===== config.mk =====
export PLATFORM = sky130hd
export DESIGN_NAME = calc_controller_flat
export DESIGN_NICKNAME = d
export VERILOG_FILES = /design/src/rtl/calculator_pkg.sv /design/src/rtl/calc_controller_if.sv /design/src/rtl/calc_controller.sv /design/src/flat_wrapper.sv
export SDC_FILE = /design/constraint.sdc
export NUM_CORES = 1
export LEC_CHECK = 0
export BUFFER_PORTS_ARGS = -buffer_cell sky130_fd_sc_hd__buf_4
export CAP_MARGIN = 20
export CORE_MARGIN = 2
export CORE_UTILIZATION = 49
export CTS_CLUSTER_SIZE = 30
export DETAILED_ROUTE_END_ITERATION = 8
export PLACE_DENSITY = 0.85
export SLEW_MARGIN = 40
export SYNTH_ARGS = -nofsm -noshare
export SYNTH_HDL_FRONTEND = slang
export SYNTH_SLANG_ARGS = --single-unit

===== constraint.sdc =====
create_clock -name clk_i -period 2.8 [get_ports clk_i]
set_clock_uncertainty 0.15 [all_clocks]
set_input_delay 0.14 -clock clk_i [delete_from_list [all_inputs] [get_ports clk_i]]
set_output_delay 0.14 -clock clk_i [all_outputs]
set_load 0.1 [all_outputs]

===== src/rtl/calculator_pkg.sv =====
// Shared widths and FSM state encoding for the calculator controller.
package calculator_pkg;

  localparam int ADDR_W        = 10;
  localparam int DATA_W        = 32;
  localparam int MEM_WORD_SIZE = 64;

  typedef enum logic [2:0] {
    ST_IDLE  = 3'd0,
    ST_READ  = 3'd1,
    ST_WAIT  = 3'd2,
    ST_ADD   = 3'd3,
    ST_WRITE = 3'd4,
    ST_DONE  = 3'd5
  } calc_state_e;

endpackage


===== src/rtl/calc_controller_if.sv =====
// Control/memory/ALU signal bundle for calc_controller.
// abort_i exists only when CALC_ABORT_EN is defined.
interface calc_controller_if;
  import calculator_pkg::*;

`ifdef CALC_ABORT_EN
  logic                     abort_i;
`endif
  logic                     start_i;
  logic [ADDR_W-1:0]        read_start_addr_i;
  logic [ADDR_W-1:0]        read_end_addr_i;
  logic [ADDR_W-1:0]        write_start_addr_i;
  logic                     mem_rd_en_o;
  logic [ADDR_W-1:0]        mem_rd_addr_o;
  logic [MEM_WORD_SIZE-1:0] mem_rd_data_i;
  logic [DATA_W-1:0]        op_a_o;
  logic [DATA_W-1:0]        op_b_o;
  logic                     loc_sel_o;
  logic                     buffer_write_o;
  logic                     mem_wr_en_o;
  logic [ADDR_W-1:0]        mem_wr_addr_o;
  logic                     busy_o;
  logic                     done_o;

  modport master (
`ifdef CALC_ABORT_EN
    input  abort_i,
`endif
    input  start_i, read_start_addr_i, read_end_addr_i, write_start_addr_i,
    input  mem_rd_data_i,
    output mem_rd_en_o, mem_rd_addr_o, op_a_o, op_b_o, loc_sel_o,
    output buffer_write_o, mem_wr_en_o, mem_wr_addr_o, busy_o, done_o
  );

  modport slave (
`ifdef CALC_ABORT_EN
    output abort_i,
`endif
    output start_i, read_start_addr_i, read_end_addr_i, write_start_addr_i,
    output mem_rd_data_i,
    input  mem_rd_en_o, mem_rd_addr_o, op_a_o, op_b_o, loc_sel_o,
    input  buffer_write_o, mem_wr_en_o, mem_wr_addr_o, busy_o, done_o
  );

endinterface


===== src/rtl/calc_controller.sv =====
// Sequencer: reads word pairs, feeds the ALU, writes packed results back.
// Optional CALC_ABORT_EN adds abort_i to cancel a run without done_o.
module calc_controller
  import calculator_pkg::*;
(
  input  logic              clk_i,
  input  logic              rst_i,
  calc_controller_if.master bus
);

  localparam logic [2:0] IDLE  = 3'(ST_IDLE);
  localparam logic [2:0] READ  = 3'(ST_READ);
  localparam logic [2:0] WAIT  = 3'(ST_WAIT);
  localparam logic [2:0] ADD   = 3'(ST_ADD);
  localparam logic [2:0] WRITE = 3'(ST_WRITE);
  localparam logic [2:0] DONE  = 3'(ST_DONE);

  logic [2:0]               state;
  logic [2:0]               state_nxt;
  logic [ADDR_W-1:0]        rd_ptr;
  logic [ADDR_W-1:0]        rd_end;
  logic [ADDR_W-1:0]        wr_ptr;
  logic                     lane;
  logic [MEM_WORD_SIZE-1:0] operand;
  logic                     abort;
  logic                     last_rd;

`ifdef CALC_ABORT_EN
  assign abort = bus.abort_i && (state != IDLE);
`else
  assign abort = 1'b0;
`endif

  // End-of-range test is taken before any increment, so read_end at the top
  // of the address space never wraps the read pointer.
  assign last_rd = (rd_ptr == rd_end);

  always_comb begin
    state_nxt = state;
    case (state)
      IDLE:  if (bus.start_i)
               state_nxt = (bus.read_end_addr_i < bus.read_start_addr_i) ? DONE : READ;
      READ:  state_nxt = WAIT;
      WAIT:  state_nxt = ADD;
      ADD:   state_nxt = (lane || last_rd) ? WRITE : READ;
      WRITE: state_nxt = last_rd ? DONE : READ;
      DONE:  state_nxt = IDLE;
      default: state_nxt = IDLE;
    endcase
    if (abort) state_nxt = IDLE;
  end

  always_ff @(posedge clk_i or negedge rst_i) begin
    if (!rst_i) begin
      state   <= IDLE;
      rd_ptr  <= '0;
      rd_end  <= '0;
      wr_ptr  <= '0;
      lane    <= 1'b0;
      operand <= '0;
    end else begin
      state <= state_nxt;
      case (state)
        IDLE: if (bus.start_i) begin
          rd_ptr <= bus.read_start_addr_i;
          rd_end <= bus.read_end_addr_i;
          wr_ptr <= bus.write_start_addr_i;
          lane   <= 1'b0;
        end
        WAIT: operand <= bus.mem_rd_data_i;
        ADD: if (!(lane || last_rd)) begin
          lane   <= 1'b1;
          rd_ptr <= rd_ptr + 1'b1;
        end
        WRITE: begin
          wr_ptr <= wr_ptr + 1'b1;
          lane   <= 1'b0;
          if (!last_rd) rd_ptr <= rd_ptr + 1'b1;
        end
        default: ;
      endcase
    end
  end

  // An odd read count leaves the upper buffer half holding its previous value.
  always_comb begin
    bus.mem_rd_en_o    = 1'b0;
    bus.mem_rd_addr_o  = '0;
    bus.op_a_o         = '0;
    bus.op_b_o         = '0;
    bus.loc_sel_o      = 1'b0;
    bus.buffer_write_o = 1'b1;
    bus.mem_wr_en_o    = 1'b0;
    bus.mem_wr_addr_o  = '0;
    bus.busy_o         = (state != IDLE);
    bus.done_o         = (state == DONE) && !abort;
    case (state)
      READ: begin
        bus.mem_rd_en_o   = 1'b1;
        bus.mem_rd_addr_o = rd_ptr;
      end
      ADD: begin
        bus.op_a_o         = operand[MEM_WORD_SIZE-1 -: DATA_W];
        bus.op_b_o         = operand[DATA_W-1:0];
        bus.loc_sel_o      = lane;
        bus.buffer_write_o = 1'b0;
      end
      WRITE: begin
        bus.mem_wr_en_o   = !abort;
        bus.mem_wr_addr_o = wr_ptr;
      end
      default: ;
    endcase
  end

endmodule


===== src/flat_wrapper.sv =====
// flat-port wrapper written by rule: the top's interface ports become plain ports
module calc_controller_flat import calculator_pkg::*;
  (clk_i, rst_i, bus_start_i, bus_read_start_addr_i, bus_read_end_addr_i, bus_write_start_addr_i, bus_mem_rd_data_i, bus_mem_rd_en_o, bus_mem_rd_addr_o, bus_op_a_o, bus_op_b_o, bus_loc_sel_o, bus_buffer_write_o, bus_mem_wr_en_o, bus_mem_wr_addr_o, bus_busy_o, bus_done_o);
  calc_controller_if bus_i ();
  input  logic clk_i;
  input  logic rst_i;
  input wire logic [$bits(bus_i.start_i)-1:0] bus_start_i;
  input wire logic [$bits(bus_i.read_start_addr_i)-1:0] bus_read_start_addr_i;
  input wire logic [$bits(bus_i.read_end_addr_i)-1:0] bus_read_end_addr_i;
  input wire logic [$bits(bus_i.write_start_addr_i)-1:0] bus_write_start_addr_i;
  input wire logic [$bits(bus_i.mem_rd_data_i)-1:0] bus_mem_rd_data_i;
  output wire logic [$bits(bus_i.mem_rd_en_o)-1:0] bus_mem_rd_en_o;
  output wire logic [$bits(bus_i.mem_rd_addr_o)-1:0] bus_mem_rd_addr_o;
  output wire logic [$bits(bus_i.op_a_o)-1:0] bus_op_a_o;
  output wire logic [$bits(bus_i.op_b_o)-1:0] bus_op_b_o;
  output wire logic [$bits(bus_i.loc_sel_o)-1:0] bus_loc_sel_o;
  output wire logic [$bits(bus_i.buffer_write_o)-1:0] bus_buffer_write_o;
  output wire logic [$bits(bus_i.mem_wr_en_o)-1:0] bus_mem_wr_en_o;
  output wire logic [$bits(bus_i.mem_wr_addr_o)-1:0] bus_mem_wr_addr_o;
  output wire logic [$bits(bus_i.busy_o)-1:0] bus_busy_o;
  output wire logic [$bits(bus_i.done_o)-1:0] bus_done_o;
  assign bus_i.start_i = bus_start_i;
  assign bus_i.read_start_addr_i = bus_read_start_addr_i;
  assign bus_i.read_end_addr_i = bus_read_end_addr_i;
  assign bus_i.write_start_addr_i = bus_write_start_addr_i;
  assign bus_i.mem_rd_data_i = bus_mem_rd_data_i;
  assign bus_mem_rd_en_o = bus_i.mem_rd_en_o;
  assign bus_mem_rd_addr_o = bus_i.mem_rd_addr_o;
  assign bus_op_a_o = bus_i.op_a_o;
  assign bus_op_b_o = bus_i.op_b_o;
  assign bus_loc_sel_o = bus_i.loc_sel_o;
  assign bus_buffer_write_o = bus_i.buffer_write_o;
  assign bus_mem_wr_en_o = bus_i.mem_wr_en_o;
  assign bus_mem_wr_addr_o = bus_i.mem_wr_addr_o;
  assign bus_busy_o = bus_i.busy_o;
  assign bus_done_o = bus_i.done_o;
  calc_controller u_core (.clk_i(clk_i), .rst_i(rst_i), .bus(bus_i));
endmodule

After elaboration in Yosys (flattened, before gate mapping)
Index checks and enable logic that the tools add are counted.
{"block": "totals", "word_cells": 49, "reg_bits": 98}
{"block": "classes", "n_reduce_logical": 9, "mux": 22, "n_eq_ne": 9, "n_addsub": 2, "n_lt_le_gt_ge": 1}
{"op": "32-bit 2-to-1 mux", "n": 2}
{"op": "10-bit 2-to-1 mux", "n": 6}
{"op": "10-bit one-hot mux with 3 select lines", "n": 1}
{"op": "10-bit by 1-bit adder with 10-bit output (second input constant)", "n": 2}
{"op": "10-bit one-hot mux with 2 select lines", "n": 1}
{"op": "3-bit one-hot mux with 5 select lines", "n": 1}
{"op": "3-bit 2-to-1 mux", "n": 4}
{"op": "10-bit equality test", "n": 1}
{"op": "10-bit less-than comparator", "n": 1}
{"op": "3-bit by 2-bit equality test with 1-bit output (second input constant)", "n": 2}
{"op": "3-bit equality test (second input constant)", "n": 2}
{"op": "1-bit 2-to-1 mux", "n": 6}
{"op": "2-bit != test (second input constant)", "n": 3}
{"op": "3-bit nonzero test", "n": 2}
{"op": "2-bit AND reduction", "n": 2}
{"op": "4-bit AND reduction", "n": 1}
{"op": "3-bit by 1-bit equality test with 1-bit output (second input constant)", "n": 1}
{"op": "3-bit zero test", "n": 1}
{"op": "1-bit one-hot mux with 3 select lines", "n": 1}
{"op": "3-bit AND reduction", "n": 1}
{"op": "2-bit nonzero test", "n": 1}
{"op": "1-bit logical OR", "n": 1}

Longest topological paths before layout
{"block": "logic_depth", "word_depth": 4, "ltp_mapped": 8, "ltp_nobuf": 7}

Worst setup path after synthesis
OpenSTA, ideal clock, no wires.
{"block": "synth_timing", "path_kind": "register to output", "startpoint": "reg u_core.state[0]", "endpoint": "out bus_mem_wr_addr_o[0]", "path_stages_with_launch": 7, "path_slack_ns": -0.464, "arrival_time_ns": 2.974, "n_path_buf": 3, "cell_sequence": "dfrtp_1 or3b_1 buf_6 inv_6 buf_2 clkbuf_1 and2_1"}
{"block": "synth_between", "elab_chain_len": 2}
{"item": "from (decl)", "line": "calc_controller.sv:18", "text": "logic [2:0] state;"}
{"item": "from (signal assigned)", "line": "calc_controller.sv:62", "text": "state <= state_nxt;"}
{"item": "3-bit equality test", "line": "calc_controller.sv:97", "text": "case (state)"}
{"item": "10-bit 2-to-1 mux", "line": "calc_controller.sv:97"}
{"item": "to (decl)", "line": "flat_wrapper.sv:19", "text": "output wire logic [$bits(bus_i.mem_wr_addr_o)-1:0] bus_mem_wr_addr_o;"}
No other way between the ends.

Worst setup path after layout
{"block": "layout_timing", "startpoint": "reg u_core.state[2]", "endpoint": "out bus_op_b_o[18]"}
{"block": "layout_between", "elab_chain_len": 2}
{"item": "3-bit by 2-bit equality test with 1-bit output", "line": "calc_controller.sv:97"}
{"item": "32-bit 2-to-1 mux", "line": "calc_controller.sv:97"}
{"item": "to (decl)", "line": "flat_wrapper.sv:15", "text": "output wire logic [$bits(bus_i.op_b_o)-1:0] bus_op_b_o;"}
No other way between the ends.

==> summary.md <==
| Metric | Value |
|---|---|
| Starting Density | 0.501 |
| Post-route DRC | 0 |
| CP top delay family | buffers and inverters |
| Unrepaired setup endpoints after global routing | false |
| I/O Buffers | approximately 190 |
| Tcrit/Tclk final | 0.911 |
| Yosys top cell by area | dfrtp_1 |
| Vias in the first global route | 5102 |
| Max transition margin | 0.537 |
| Vias per std cell | 5.27 |
| Mapped Area | about 5100 um^2 |
| Most frequent cells in the layout | buf_4, dfrtp_1, dlygate4sd3_1, and2_1, mux2_2 |
| CTS sink cnt | between 90 and 100 |
| Post-synth cell types | 50 |
| Nets@finish | about 870 |
| # rows | 37 |
| Final Power | ~10 mW |
| Hold Fails Final Rpt | 0 |
| Setup violators final | 0 |
| Class of the worst hold path | in2reg |
| Vias | 4761 |
| Multi-input gate area | 2490 um^2 |
| Outcome | completed |
| Pin count of the biggest net entering global routing | 65 |
| Wire per inst | roughly 18 um |
| First-pass GRT wire length | 26600 um |
| Post-DP HPWL | 10100 um |
| Pwr Density | approximately 1300 nW/um^2 |
| Share of layout cells above drive strength 1 | 0.372 |
| Overall Global Routing Usage | 0.303 |
| Gate Count Post-Synth | 496 |
| Die width | 106 um |
| Max cap viols | 0 |
| Tmin final | 2.55 ns |
| Root buf cell | clkbuf_8 |
| # diodes | 0 |
| H-tree levels | 3 |
| Pre-Repair DR Iteration Count | 4 |
| Die footprint | approximately 11000 um^2 |
| Least-Margin Pin Slew | 0.695 ns |
| I/O pin total | 187 |
| Die Y | between 100 and 150 um |
| Commonest non-fill, non-tap cell in the layout | buf_4 |
| CTS tree | done |
| Final Max Slew Viols | 0 |
| Synth top area share | 0.478 |
| P_leak | 3.71 nW |
| Worst EP arrival | 2.26 ns |
| Crit path required time | 2.51 ns |
| Syn Nets | approximately 600 |
| Setup CP Type | reg2out |
| CP Launch Type | flop |
| Synth Area per Inst | between 10 and 15 um^2 |
| Critical-path top delay cell | buf_4 |
| CP Buf/Inv Count | 3 |
| P&R area growth vs syn | 52.0% |
| Yosys Warn Count | 0 |
| F_max | 392 MHz |
| Reg clk slew, reported paths | 0.09 ns |
| Sequential-to-total area share from yosys stat | 0.478 |
| Most used cell along the critical path | buf_4 |
| Cts repair resizes | 0 |
| Total CTS buffers | 9 |
| GRT overflow | 0 |
| Initial antenna violation count | 0 |
| Max incr delay on CP | 0.46 ns |
| Iteration-0 DRC Markers | between 200 and 300 |
| Clk buf depth | 2 |
| Skew-Pair Late Insertion Delay | 0.36 ns |
| Worst IR Drop VDD | 0.928 mV |
| Core Area | 10200 um^2 |
| Top area cells in the synthesized netlist | dfrtp_1, mux2_2, and2_1, nand2_1, ha_1 |
| Crit path max fanout | between 60 and 70 |
| ANT nets after route | 0 |
| Setup crit end kind | output port |
| Placer Congestion | around 0.95 |
| Setup TNS | 0 ns |
| Total wire length | 16500 um |
| FF/Latch Area | 2450 um^2 |
| #FFs+latches synth | between 90 and 100 |
| Cell Chain, Critical Path | buf_4 -> and3b_1 -> buf_4 -> and2_1 -> buf_4 |
| Filler cells | 642 |
final timing paths:
kind                                                from                 end  slack [ns]  depth (start not counted)
worst max-delay path                     u_core.state[2]      bus_op_b_o[18]        0.25                          5
worst min-delay path            bus_read_start_addr_i[7]    u_core.rd_ptr[7]        0.03                          3
worst max register to register           u_core.state[2]    u_core.rd_ptr[3]        0.42                          5
worst min register to register        u_core.operand[36]  u_core.operand[36]        0.36                          1
max in group asynchronous                          rst_i  u_core.operand[20]        1.59                          3
min in group asynchronous                          rst_i    u_core.rd_ptr[8]        0.21                          2
layer usage:
metal / up-vias / track usage / wire [um]
met4: 0 / 0.0808 / 308
met5: - / 0 / 0
met2: 221 / 0.527 / 8410
met3: 24 / 0.0760 / 1300
li1: 2215 / - / -
met1: 2301 / 0.376 / 6520
worst register-to-register path: cells and delay by family (launching register included):
kind                   cells  cell delay, ns
flip-flops                 1            0.39
buffers and inverters      1            0.18
AO/OA/AOI/OAI              1            0.34
AND/OR/NAND/NOR            3            1.22
final cells by class:
class | instances | area share
Multi-Input combinational cell | 350 | 0.319
Clock buffer | 12 | 0.0212
Tap cell | 136 | 0.0218
Inverter | 18 | 0.00931
Sequential cell | 98 | 0.315
Clock inverter | 4 | 0.00626
Timing Repair Buffer | 286 | 0.307
cells in the mapped netlist, drive strengths merged:
master  instances
nand4           5
nand3           8
or2             1
inv            18
o2bb2a          2
o21ai          10
nor2b           1
nor4            1
o211ai          1
ha             11
and2           84
o221ai          1
a21o            2
nand2b          1
a211oi          5
or4             2
o31a            3
and3b           2
o31ai           3
dfrtp          98
a22oi           1
nand2          52
nor2           25
buf            12
xnor2          11
nor3            7
nor3b           2
nor4b           1
a31oi           3
or3b            2
a21oi          16
clkbuf         18
o22a            1
a221oi          2
a211o           1
or3             2
nor4bb          1
mux2i           3
o22ai           8
mux2           64
o221a           1
o21a            4
stage by stage:
stage	util	hold WS (ns)	instance area, um^2	std cells	worst slack [ns]
2_1_floorplan	-	-0.306	5130	496	0.0349
3_3_place_gp	0.652	0.0690	6670	798	0.546
3_5_place_dp	0.652	0.0807	6670	798	0.445
4_1_cts	0.761	0.0161	7790	904	0.262
5_1_grt	0.762	0.0321	7800	904	0.117
6_report	0.762	0.0315	7800	904	0.249
power by group:
part,total [mW],leakage (nW),internal (mW),switching [mW]
registers,2.68,1.15,2.13,0.547
clock network,1.01,0.112,0.486,0.520
logic,6.08,2.45,1.89,4.19
total,9.77,3.71,4.51,5.26
sequential cells by signal (all words and copies together) (netlist names):
name and cells:
u_core.lane 1, u_core.operand 64, u_core.rd_end 10, u_core.wr_ptr 10, u_core.rd_ptr 10, u_core.state 3
cells by family after synthesis:
kind of cell	share of synthesized area
AOI/OAI and AO/OA	0.0830
xor gates and xnor gates	0.0188
adders and majority gates	0.0268
buffers and inverters	0.0400
DFF	0.478
muxes	0.146
and+or+nand+nor	0.207
timing repair:
action | 4_1_cts | 5_1_grt
hold endpoints to repair | 140 | 0
hold buffers | 90 | 0
endpoints found under the setup margin | 0 | 0
setup buffers | 0 | 0
(Power assumes the default switching activity.)
